[src/rtl/if_stage_prefetch_pkg.sv]
// Shared fetch-stage definitions: default widths, PC step and branch-target arithmetic.
// Latency: none (types, constants and a pure function only).
// Backpressure: not applicable.
package if_stage_prefetch_pkg;

  localparam int          ADDR_W_DEF   = 32;
  localparam int          DATA_W_DEF   = 32;
  localparam int          DEPTH_DEF    = 4;
  localparam logic [31:0] RESET_PC_DEF = 32'h0;
  localparam int          PC_STEP      = 4;

  // Branch target = pc + 4 + (immed << 2). Computed at 64 bits; callers truncate
  // to their own address width, which yields the required modulo-2^ADDR_W wrap.
  function automatic logic [63:0] branch_target(input logic [63:0] pc,
                                                input logic [63:0] immed);
    return pc + 64'(PC_STEP) + (immed << 2);
  endfunction

endpackage

[src/rtl/if_stage_prefetch_sync_fifo.sv]
// Synchronous FIFO holding prefetched {instr, pc} entries; head is read combinationally.
// Latency: a push becomes visible at the head on the cycle after the write edge.
// Backpressure: push is dropped when full unless a pop frees a slot the same cycle; flush wins over push/pop.
// Ports: i_clk/i_rst clock and async reset; i_push/i_push_dat write; i_pop read-advance;
//        i_flush clears the queue; o_head head entry; o_count occupancy; o_empty.
module sync_fifo #(
  parameter int WIDTH = 64,
  parameter int DEPTH = 4
) (
  input  logic                     i_clk,
  input  logic                     i_rst,
  input  logic                     i_push,
  input  logic [WIDTH-1:0]         i_push_dat,
  input  logic                     i_pop,
  input  logic                     i_flush,
  output logic [WIDTH-1:0]         o_head,
  output logic [$clog2(DEPTH):0]   o_count,
  output logic                     o_empty
);

  localparam int PW = $clog2(DEPTH);

  logic [WIDTH-1:0] r_mem [DEPTH];
  logic [PW-1:0]    r_wr_ptr;
  logic [PW-1:0]    r_rd_ptr;
  logic [PW:0]      r_count;

  logic w_full;
  logic w_do_pop;
  logic w_do_push;

  assign w_full    = (r_count == (PW+1)'(DEPTH));
  assign o_empty   = (r_count == '0);
  assign w_do_pop  = i_pop && !o_empty;
  assign w_do_push = i_push && (!w_full || w_do_pop);
  assign o_head    = r_mem[r_rd_ptr];
  assign o_count   = r_count;

  // Storage is cleared on reset so the head reads as zero out of reset.
  always_ff @(posedge i_clk or posedge i_rst) begin
    if (i_rst) begin
      for (int i = 0; i < DEPTH; i++) r_mem[i] <= '0;
      r_wr_ptr <= '0;
      r_rd_ptr <= '0;
      r_count  <= '0;
    end else if (i_flush) begin
      r_wr_ptr <= '0;
      r_rd_ptr <= '0;
      r_count  <= '0;
    end else begin
      if (w_do_push) begin
        r_mem[r_wr_ptr] <= i_push_dat;
        r_wr_ptr        <= r_wr_ptr + PW'(1);
      end
      if (w_do_pop) r_rd_ptr <= r_rd_ptr + PW'(1);
      if (w_do_push && !w_do_pop)      r_count <= r_count + (PW+1)'(1);
      else if (!w_do_push && w_do_pop) r_count <= r_count - (PW+1)'(1);
    end
  end

endmodule

[src/rtl/if_stage_prefetch.sv]
// Instruction-fetch stage: PC, 1-cycle imem fetch, DEPTH-entry prefetch queue, branch redirect.
// Latency: fetch issue to Instr_Valid is 2 cycles; redirect strobe to target valid is 3 cycles.
// Backpressure: decode holds Instr_Ready low; fetch stops once queue plus in-flight reaches DEPTH.
// Ports: Clk/Reset; PC_LdEn fetch enable; PC_sel/PC_Immed/Redir_PC redirect;
//        Imem_Req/Imem_Addr/Imem_Rdata memory side; Instr/Instr_PC/Instr_Valid/Instr_Ready decode side.
module if_stage_prefetch
  import if_stage_prefetch_pkg::*;
#(
  parameter int                ADDR_W   = ADDR_W_DEF,
  parameter int                DATA_W   = DATA_W_DEF,
  parameter int                DEPTH    = DEPTH_DEF,
  parameter logic [ADDR_W-1:0] RESET_PC = ADDR_W'(RESET_PC_DEF)
) (
  input  logic              Clk,
  input  logic              Reset,
  input  logic              PC_LdEn,
  input  logic              PC_sel,
  input  logic [ADDR_W-1:0] PC_Immed,
  input  logic [ADDR_W-1:0] Redir_PC,
  output logic              Imem_Req,
  output logic [ADDR_W-1:0] Imem_Addr,
  input  logic [DATA_W-1:0] Imem_Rdata,
  output logic [DATA_W-1:0] Instr,
  output logic [ADDR_W-1:0] Instr_PC,
  output logic              Instr_Valid,
  input  logic              Instr_Ready
);

  localparam int CW = $clog2(DEPTH) + 1;

  logic [ADDR_W-1:0] r_pc;
  logic [ADDR_W-1:0] r_req_pc;
  logic              r_inflight;

  logic [ADDR_W-1:0]        w_target;
  logic [CW-1:0]            w_count;
  logic                     w_empty;
  logic                     w_room;
  logic                     w_issue;
  logic                     w_pop;
  logic [DATA_W+ADDR_W-1:0] w_head;

  // Redirect target, truncated to ADDR_W and kept word aligned.
  assign w_target = ADDR_W'(branch_target(64'(Redir_PC), 64'(PC_Immed))) & ~ADDR_W'(3);

  // Room is judged before any same-cycle pop; DEPTH+1 still fits in CW bits.
  assign w_room  = (w_count + CW'(r_inflight)) < CW'(DEPTH);
  // Reset gates the request combinationally so it drops the instant Reset rises.
  assign w_issue = PC_LdEn && !PC_sel && w_room && !Reset;

  assign Imem_Req    = w_issue;
  assign Imem_Addr   = r_pc;
  assign Instr_Valid = !w_empty;
  assign w_pop       = Instr_Valid && Instr_Ready;
  assign Instr       = w_head[DATA_W+ADDR_W-1:ADDR_W];
  assign Instr_PC    = w_head[ADDR_W-1:0];

  // A redirect never issues, so clearing the in-flight flag plus the queue flush
  // (which overrides the response being written this cycle) kills all stale fetches.
  always_ff @(posedge Clk or posedge Reset) begin
    if (Reset) begin
      r_pc       <= RESET_PC;
      r_req_pc   <= '0;
      r_inflight <= 1'b0;
    end else if (PC_sel) begin
      r_pc       <= w_target;
      r_inflight <= 1'b0;
    end else begin
      r_inflight <= w_issue;
      if (w_issue) begin
        r_pc     <= r_pc + ADDR_W'(PC_STEP);
        r_req_pc <= r_pc;
      end
    end
  end

  sync_fifo #(
    .WIDTH (DATA_W + ADDR_W),
    .DEPTH (DEPTH)
  ) u_fifo (
    .i_clk      (Clk),
    .i_rst      (Reset),
    .i_push     (r_inflight),
    .i_push_dat ({Imem_Rdata, r_req_pc}),
    .i_pop      (w_pop),
    .i_flush    (PC_sel),
    .o_head     (w_head),
    .o_count    (w_count),
    .o_empty    (w_empty)
  );

endmodule

[config.mk]
export PLATFORM = sky130hd
export DESIGN_NAME = if_stage_prefetch
export DESIGN_NICKNAME = d
export VERILOG_FILES = /design/src/rtl/if_stage_prefetch_pkg.sv /design/src/rtl/if_stage_prefetch_sync_fifo.sv /design/src/rtl/if_stage_prefetch.sv
export SDC_FILE = /design/constraint.sdc
export NUM_CORES = 1
export LEC_CHECK = 0
export BUFFER_PORTS_ARGS = -buffer_cell sky130_fd_sc_hd__buf_2
export CORE_MARGIN = 2
export CORE_UTILIZATION = 45
export DETAILED_ROUTE_END_ITERATION = 8
export GPL_ROUTABILITY_DRIVEN = 0
export PLACE_DENSITY = 0.68
export SETUP_SLACK_MARGIN = 0.15
export SLEW_MARGIN = 20
export SYNTH_ARGS = -nofsm -noshare
export SYNTH_HDL_FRONTEND = slang
export SYNTH_HIERARCHICAL = 1
export SYNTH_SLANG_ARGS = --single-unit
[constraint.sdc]
create_clock -name Clk -period 21 [get_ports Clk]
set_clock_uncertainty 0.2 [all_clocks]
set_input_delay 3.15 -clock Clk [delete_from_list [all_inputs] [get_ports Clk]]
set_output_delay 3.15 -clock Clk [all_outputs]
set_load 0.005 [all_outputs]
==> results of run 1 <==
## metal layers
layer | GRT usage [%] | wire length [µm] | part of all wire, % | vias to the layer above
li1 | - | - | - | 5086
met1 | 27.24 | 18370 | 47 | 5505
met5 | 0 | 0 | 0 | -
met3 | 3.643 | 1848 | 4.7 | 48
met4 | 4.432 | 686 | 1.8 | 0
met2 | 30.83 | 18240 | 47 | 225
## worst max-delay path: stages
cell and delay, ps:
buf_2 80, buf_4 450, inv_1 80, buf_4 250, nand3_1 130, inv_1 70
buf_2 130
## logic make-up after synthesis
logic type / count (synthesis)
xor gates and xnor gates: 44
AOI/OAI and AO/OA: 135
buffers and inverters: 96
adders and majority gates: 64
muxes: 330
other: 1
DFF: 324
and+or+nand+nor: 293
## power groups by stage
| stage | Combinational, mW | Clock [mW] | Sequential (mW) |
|---|---|---|---|
| 6_report | 0.386 | 0.612 | 0.802 |
| 4_1_cts | 0.392 | 0.631 | 0.803 |
| 3_5_place_dp | 0.389 | 0 | 0.811 |
| 3_3_place_gp | 0.383 | 0 | 0.804 |
| 2_1_floorplan | 0.267 | 0 | 0.782 |
| 5_1_grt | 0.425 | 0.656 | 0.817 |
## cell usage after synthesis, drive strengths merged (3+ instances only)
master,n,area share [%]
a211oi,9,0.40
a21o,8,0.33
a21oi,34,0.95
a221oi,3,0.15
a31o,5,0.24
a31oi,3,0.10
and2,9,0.31
and3,14,0.52
buf,52,3.9
clkbuf,22,0.46
dfrtp,324,45
ha,62,4.3
inv,22,0.46
mux2,258,21
mux2i,8,0.45
mux4,64,8.0
nand2,125,2.6
nand2b,7,0.24
nand3,22,0.61
nand4,27,0.98
nand4b,7,0.68
nor2,33,0.69
nor2b,6,0.21
nor3,18,0.50
nor3b,3,0.13
nor4,11,0.50
o211a,3,0.17
o211ai,5,0.21
o21a,4,0.17
o21ai,36,1.0
o21bai,3,0.13
o31ai,4,0.17
or3,3,0.10
xnor2,23,1.2
xor2,21,1.0
## cell usage in the layout, fill, tap and decap left out, types with 4 or more instances in the layout
cell type / Yosys / final
clkbuf_1: 22 / 8
xnor2_1: 22 / 22
o211ai_1: 5 / 5
nor2_1: 33 / 33
and2_1: 9 / 9
o21ai_0: 35 / 35
o31ai_1: 4 / 4
buf_2: 13 / 192
a21o_1: 8 / 8
inv_1: 22 / 20
nor4_1: 9 / 9
nand3_1: 22 / 22
buf_4: 2 / 12
clkinv_2: 0 / 7
conb_1: 1 / 10
nand4b_4: 4 / 4
nor3_1: 18 / 18
mux4_2: 64 / 64
nand2b_1: 7 / 7
a21oi_1: 34 / 34
mux2i_1: 8 / 8
a211oi_1: 8 / 8
o21a_1: 4 / 4
clkbuf_8: 0 / 5
nand4_1: 26 / 26
clkbuf_16: 0 / 37
ha_1: 62 / 62
mux2_4: 240 / 240
xor2_1: 21 / 21
mux2_1: 18 / 18
nor2b_1: 6 / 6
and3_1: 13 / 13
a31o_2: 4 / 4
nand2_1: 125 / 125
dfrtp_1: 324 / 322
## final timing paths
| path | start | endpoint | slack, ps | depth (start not counted) |
|---|---|---|---|---|
| setup / recovery | PC_sel | Imem_Req | 13290 | 7 |
| hold / removal | u_fifo/r_mem[60] | u_fifo/r_mem[60] | 290 | 1 |
| setup reg to reg | u_fifo/o_count[2] | u_fifo/r_mem[62] | 17110 | 6 |
| hold reg to reg | u_fifo/r_mem[60] | u_fifo/r_mem[60] | 290 | 1 |
| max in group asynchronous | Reset | u_fifo/r_mem[198] | 16650 | 3 |
| min in group asynchronous | Reset | Imem_Addr[6] | 2470 | 2 |
## sequential cells by signal, summed over array words and instances (netlist names)
signal           flops
u_fifo/r_mem       256
u_fifo/r_rd_ptr      2
u_fifo/o_count       3
Imem_Addr           30
r_req_pc            30
r_inflight           1
u_fifo/r_wr_ptr      2
## area by class of cell
cell class | instances | area [µm²] | share of cell area (%)
Multi-Input combinational cell | 876 | 8997 | 44.85
Sequential cell | 324 | 8115 | 40.45
Timing Repair Buffer | 205 | 1062 | 5.295
Clock buffer | 50 | 1025 | 5.108
Tap cell | 525 | 656.9 | 3.274
Clock inverter | 14 | 115.1 | 0.5738
Inverter | 22 | 90.09 | 0.4490
## per-stage QoR
stage               hold slack (ps)  std cells  instance area [µm²]  setup WS (ps)
global route                  304.2       2016                20060          13120
finish                        286.6       2016                20060          13290
CTS                           291.8       2016                20060          13290
global placement              268.3       1952                18920          13280
detailed placement            278.7       1952                18920          13290
floorplan                     258.9       1296                17970          10410
==> impl_metrics.json, run 1 <==
{
  "worstPathArrival_ps": 4360,
  "yosys.area_share.xor_xnor_pct": 2.254,
  "ios": 199,
  "synth_top_family_by_area": "multiplexers",
  "clock_power_share_pct": 34.0,
  "hold_buffers": 0,
  "async_reset_ff_share_pct": 100.0,
  "synthMuxAreaShare_pct": 29.71,
  "drt-total-wl_mm": 39.14,
  "worst_pin_slew_ps": 1000,
  "synth_edf_count": 0,
  "max_freq_mhz": 129.7,
  "yosysSeqAreaShare_pct": 45.21,
  "p_sw_mw": 0.5087,
  "synth_area_um2": 17930,
  "finalSetupViolations": 0,
  "crit_type": "primary input to output pin",
  "ys_types": 71,
  "relSlewSlack_pct": 33.33,
  "slew_violations": 0,
  "coreArea_um2": 39550,
  "synth_compound_area_share_pct": 4.961,
  "power_density_nw_per_um2": 89.71,
  "initial_core_util_pct": 45.34,
  "n_fill_cell": 3365,
  "dr.pass1.iters": 4,
  "cts_resized": 0,
  "drtIter0Drc": 595,
  "tns_ps": 0,
  "finalNetCount": 1630,
  "hold_class": "flop to flop",
  "rsz0062_at_grt": "false",
  "vias_per_cell": 5.389,
  "synth_flop_cell": "dfrtp_1",
  "synthSimpleGateAreaFrac_pct": 8.491,
  "status": "completed",
  "overflow": 0,
  "grt_pass1_wl_mm": 63.93,
  "die_area_um2": 41470,
  "drive_gt1_share_pct": 39.24,
  "p_comb_share_pct": 21.4,
  "switching_share_pct": 28.27,
  "dp_hpwl_mm": 25.85,
  "cts_tree": "yes",
  "die_w_um": 203.6,
  "cts_root_buffer": "clkbuf_16",
  "grt.total_usage_pct": 19.27,
  "startpoint_type": "primary input",
  "max-cap-violations": 0,
  "utilization_pct": 50.73,
  "diodes": 0,
  "syn_inst": 1287,
  "numCtsBuffers": 36,
  "wire_per_inst_um": 19.42,
  "num_rows": 73,
  "crit_path_end_kind": "output pin",
  "htreeDepth": 2,
  "power.leakage_nw": 10.15,
  "synthAdderAreaFrac_pct": 4.549,
  "clock_path_buffers": 3,
  "area_growth_syn_to_layout_pct": 11.87,
  "ys_ff_latch": 324,
  "clock-sinks": 324,
  "first_global_vias": 11360,
  "antenna_found_initial": 0,
  "fp.dieH_um": 203.6,
  "yosys_warnings": 6,
  "io_buffers": 192,
  "ant_nets": 0,
  "p_int_mw": 1.291,
  "post-cts-setup-buffers": 0,
  "syn_area_per_cell_um2": 13.93,
  "seq_power_share_pct": 44.6,
  "critical_path.max_fanout": 59,
  "min_period_over_period_pct": 36.73,
  "drc_errors": 0,
  "clock_latency_ps": 520,
  "power_mw": 1.800,
  "hold_viol_final": 0,
  "finalCriticalPeriod_ps": 7712,
  "via_count": 10860,
  "grt_max_degree": 117,
  "cts.clk_slew.worst_paths_ps": 60,
  "worstPathRequired_ps": 17650,
  "vdd_drop_max_mv": 0.04351
}
Power figures use the tool's default switching activity.
==> inputs of run 2 (changes only) <==
--- a/config.mk
+++ b/config.mk
@@ -10,7 +10,7 @@
 export CORE_UTILIZATION = 45
 export DETAILED_ROUTE_END_ITERATION = 8
 export GPL_ROUTABILITY_DRIVEN = 0
-export PLACE_DENSITY = 0.68
+export PLACE_DENSITY = 0.7
 export SETUP_SLACK_MARGIN = 0.15
 export SLEW_MARGIN = 20
 export SYNTH_ARGS = -nofsm -noshare
==> constraint.sdc (replaced) <==
create_clock -name Clk -period 6.7 [get_ports Clk]
set_clock_uncertainty 0.2 [all_clocks]
set_input_delay 1.005 -clock Clk [delete_from_list [all_inputs] [get_ports Clk]]
set_output_delay 1.005 -clock Clk [all_outputs]
set_load 0.005 [all_outputs]
==> impl_metrics.json, run 2 (synthesis results as in run 1) <==
{
  "grt_util_met1_pct": 26.46,
  "clock_latency_ps": 510,
  "antenna_found_initial": 1,
  "ant_nets": 0,
  "multi_input_area_um2": 8997,
  "post-cts-setup-buffers": 0,
  "numCtsBuffers": 36,
  "finalSetupViolations": 0,
  "cts_resized": 0,
  "drt-total-wl_mm": 38.91,
  "num_rows": 73,
  "wire_per_inst_um": 19.26,
  "rsz0062_at_grt": "false",
  "min_period_over_period_pct": 60.97,
  "initial_core_util_pct": 45.34,
  "hold_buffers": 0,
  "grt.total_usage_pct": 19.08,
  "drive_gt1_share_pct": 39.49,
  "startpoint_type": "flop",
  "n_fill_cell": 3403,
  "cts_tree": "yes",
  "utilization_pct": 51.05,
  "layout_common_cells": "322 x dfrtp_1, 240 x mux2_4, 192 x buf_2",
  "crit_type": "flop to output pin",
  "power_density_nw_per_um2": 282.4,
  "drc_errors": 0,
  "clock_path_buffers": 3,
  "worst_pin_slew_ps": 937.0,
  "use_met3_pct": 4.043,
  "slew_violations": 0,
  "grt_max_degree": 194,
  "dp_hpwl_mm": 26.03,
  "hold_viol_final": 0,
  "max_freq_mhz": 244.8,
  "coreArea_um2": 39550,
  "final_common_cell": "dfrtp_1",
  "top_usage_layer": "met2",
  "largest-register": "u_fifo/r_mem",
  "die_area_um2": 41470,
  "finalNetCount": 1635,
  "area_growth_syn_to_layout_pct": 12.58,
  "max-cap-violations": 0,
  "seq_power_share_pct": 44.2,
  "finalCriticalPeriod_ps": 4085,
  "htreeDepth": 2,
  "overflow": 0,
  "grt_util_met2_pct": 30.11,
  "fp.dieH_um": 203.6,
  "via_count": 11000,
  "ios": 199,
  "cp_slowest_stage_delay_ps": 980,
  "critical_path.max_fanout": 40,
  "grt_pass1_wl_mm": 63.70,
  "cts_root_buffer": "clkbuf_16",
  "p_int_mw": 4.118,
  "tns_ps": 0,
  "worstPathRequired_ps": 5490,
  "io_buffers": 192,
  "vias_per_cell": 5.447,
  "power.leakage_nw": 10.19,
  "clock-sinks": 324,
  "p_comb_share_pct": 21.3,
  "status": "completed",
  "worstPathArrival_ps": 2880,
  "hold_class": "flop to flop",
  "crit_slowest_cell": "dfrtp_4",
  "first_global_vias": 11560,
  "cts.clk_slew.worst_paths_ps": 60,
  "vdd_drop_max_mv": 0.1218,
  "worstPathCellList": "buf_4 -> mux4_2 -> buf_2",
  "clock_power_share_pct": 34.5,
  "p_sw_mw": 1.584,
  "largest_reg_flops": 256,
  "drtIter0Drc": 735,
  "die_w_um": 203.6,
  "crit_path_end_kind": "output pin",
  "seq_area_um2": 8115,
  "switching_share_pct": 27.78,
  "dr.pass1.iters": 5,
  "relSlewSlack_pct": 37.54
}
[run 2: cell count changes in the layout (fill, tap and decap cells not counted), sizes merged]
cell / before / now
bufinv: 1 / 3
clkbuf: 50 / 49
diode: 0 / 1
inv: 25 / 22
clkinv: 8 / 6
buf: 205 / 210
clkinvlp: 2 / 4
[run 2: final cells by class]
class | instances | share of cell area (%)
Timing Repair Buffer | 210 | 5.689
Clock inverter | 13 | 0.8057
Inverter | 22 | 0.4276
Sequential cell | 324 | 40.20
Multi-Input combinational cell | 876 | 44.56
Antenna cell | 1 | 0.01239
Tap cell | 525 | 3.254
Clock buffer | 49 | 5.051
[run 2: power by group through the flow]
stage / Sequential (mW) / Combinational (mW) / Clock, mW
floorplan: 2.45 / 0.836 / 0
global placement: 2.52 / 1.19 / 0
detailed placement: 2.54 / 1.22 / 0
CTS: 2.52 / 1.23 / 2.03
global route: 2.56 / 1.34 / 2.11
finish: 2.52 / 1.21 / 1.97
[run 2: critical path: cells and delay by family (launching register included)]
family | cells | cell delay, ps
buffers and inverters | 2 | 760
DFF | 1 | 980
muxes | 1 | 590
[run 2: worst paths after layout]
check / start / to / slack (ps) / cells past startpoint
setup / recovery: u_fifo/r_rd_ptr[0] / Instr[26] / 2610 / 3
hold / removal: u_fifo/r_mem[71] / u_fifo/r_mem[71] / 290 / 1
setup reg to reg: u_fifo/o_count[2] / u_fifo/r_mem[188] / 3190 / 6
hold reg to reg: u_fifo/r_mem[71] / u_fifo/r_mem[71] / 290 / 1
max in group asynchronous: Reset / u_fifo/r_rd_ptr[1] / 4960 / 3
min in group asynchronous: Reset / Imem_Addr[9] / 320 / 2
[run 2: metrics by stage]
step | hold slack (ps) | setup slack [ps] | power, mW | cells | cell area, µm²
after floorplan | 258.9 | 2025 | 3.288 | 1296 | 17970
after global placement | 268.3 | 2555 | 3.713 | 1955 | 18950
after detailed placement | 280.4 | 2575 | 3.764 | 1955 | 18950
after CTS | 293.8 | 2481 | 5.774 | 2017 | 20130
after global routing | 302.4 | 2406 | 6.011 | 2019 | 20190
final | 289.9 | 2615 | 5.702 | 2020 | 20190
[run 2: routing by layer]
layer | share of wire, % | vias to the layer above
met2 | 46 | 292
met5 | 0.033 | -
met1 | 46 | 5543
met3 | 5.5 | 80
met4 | 2.6 | 2
li1 | - | 5086
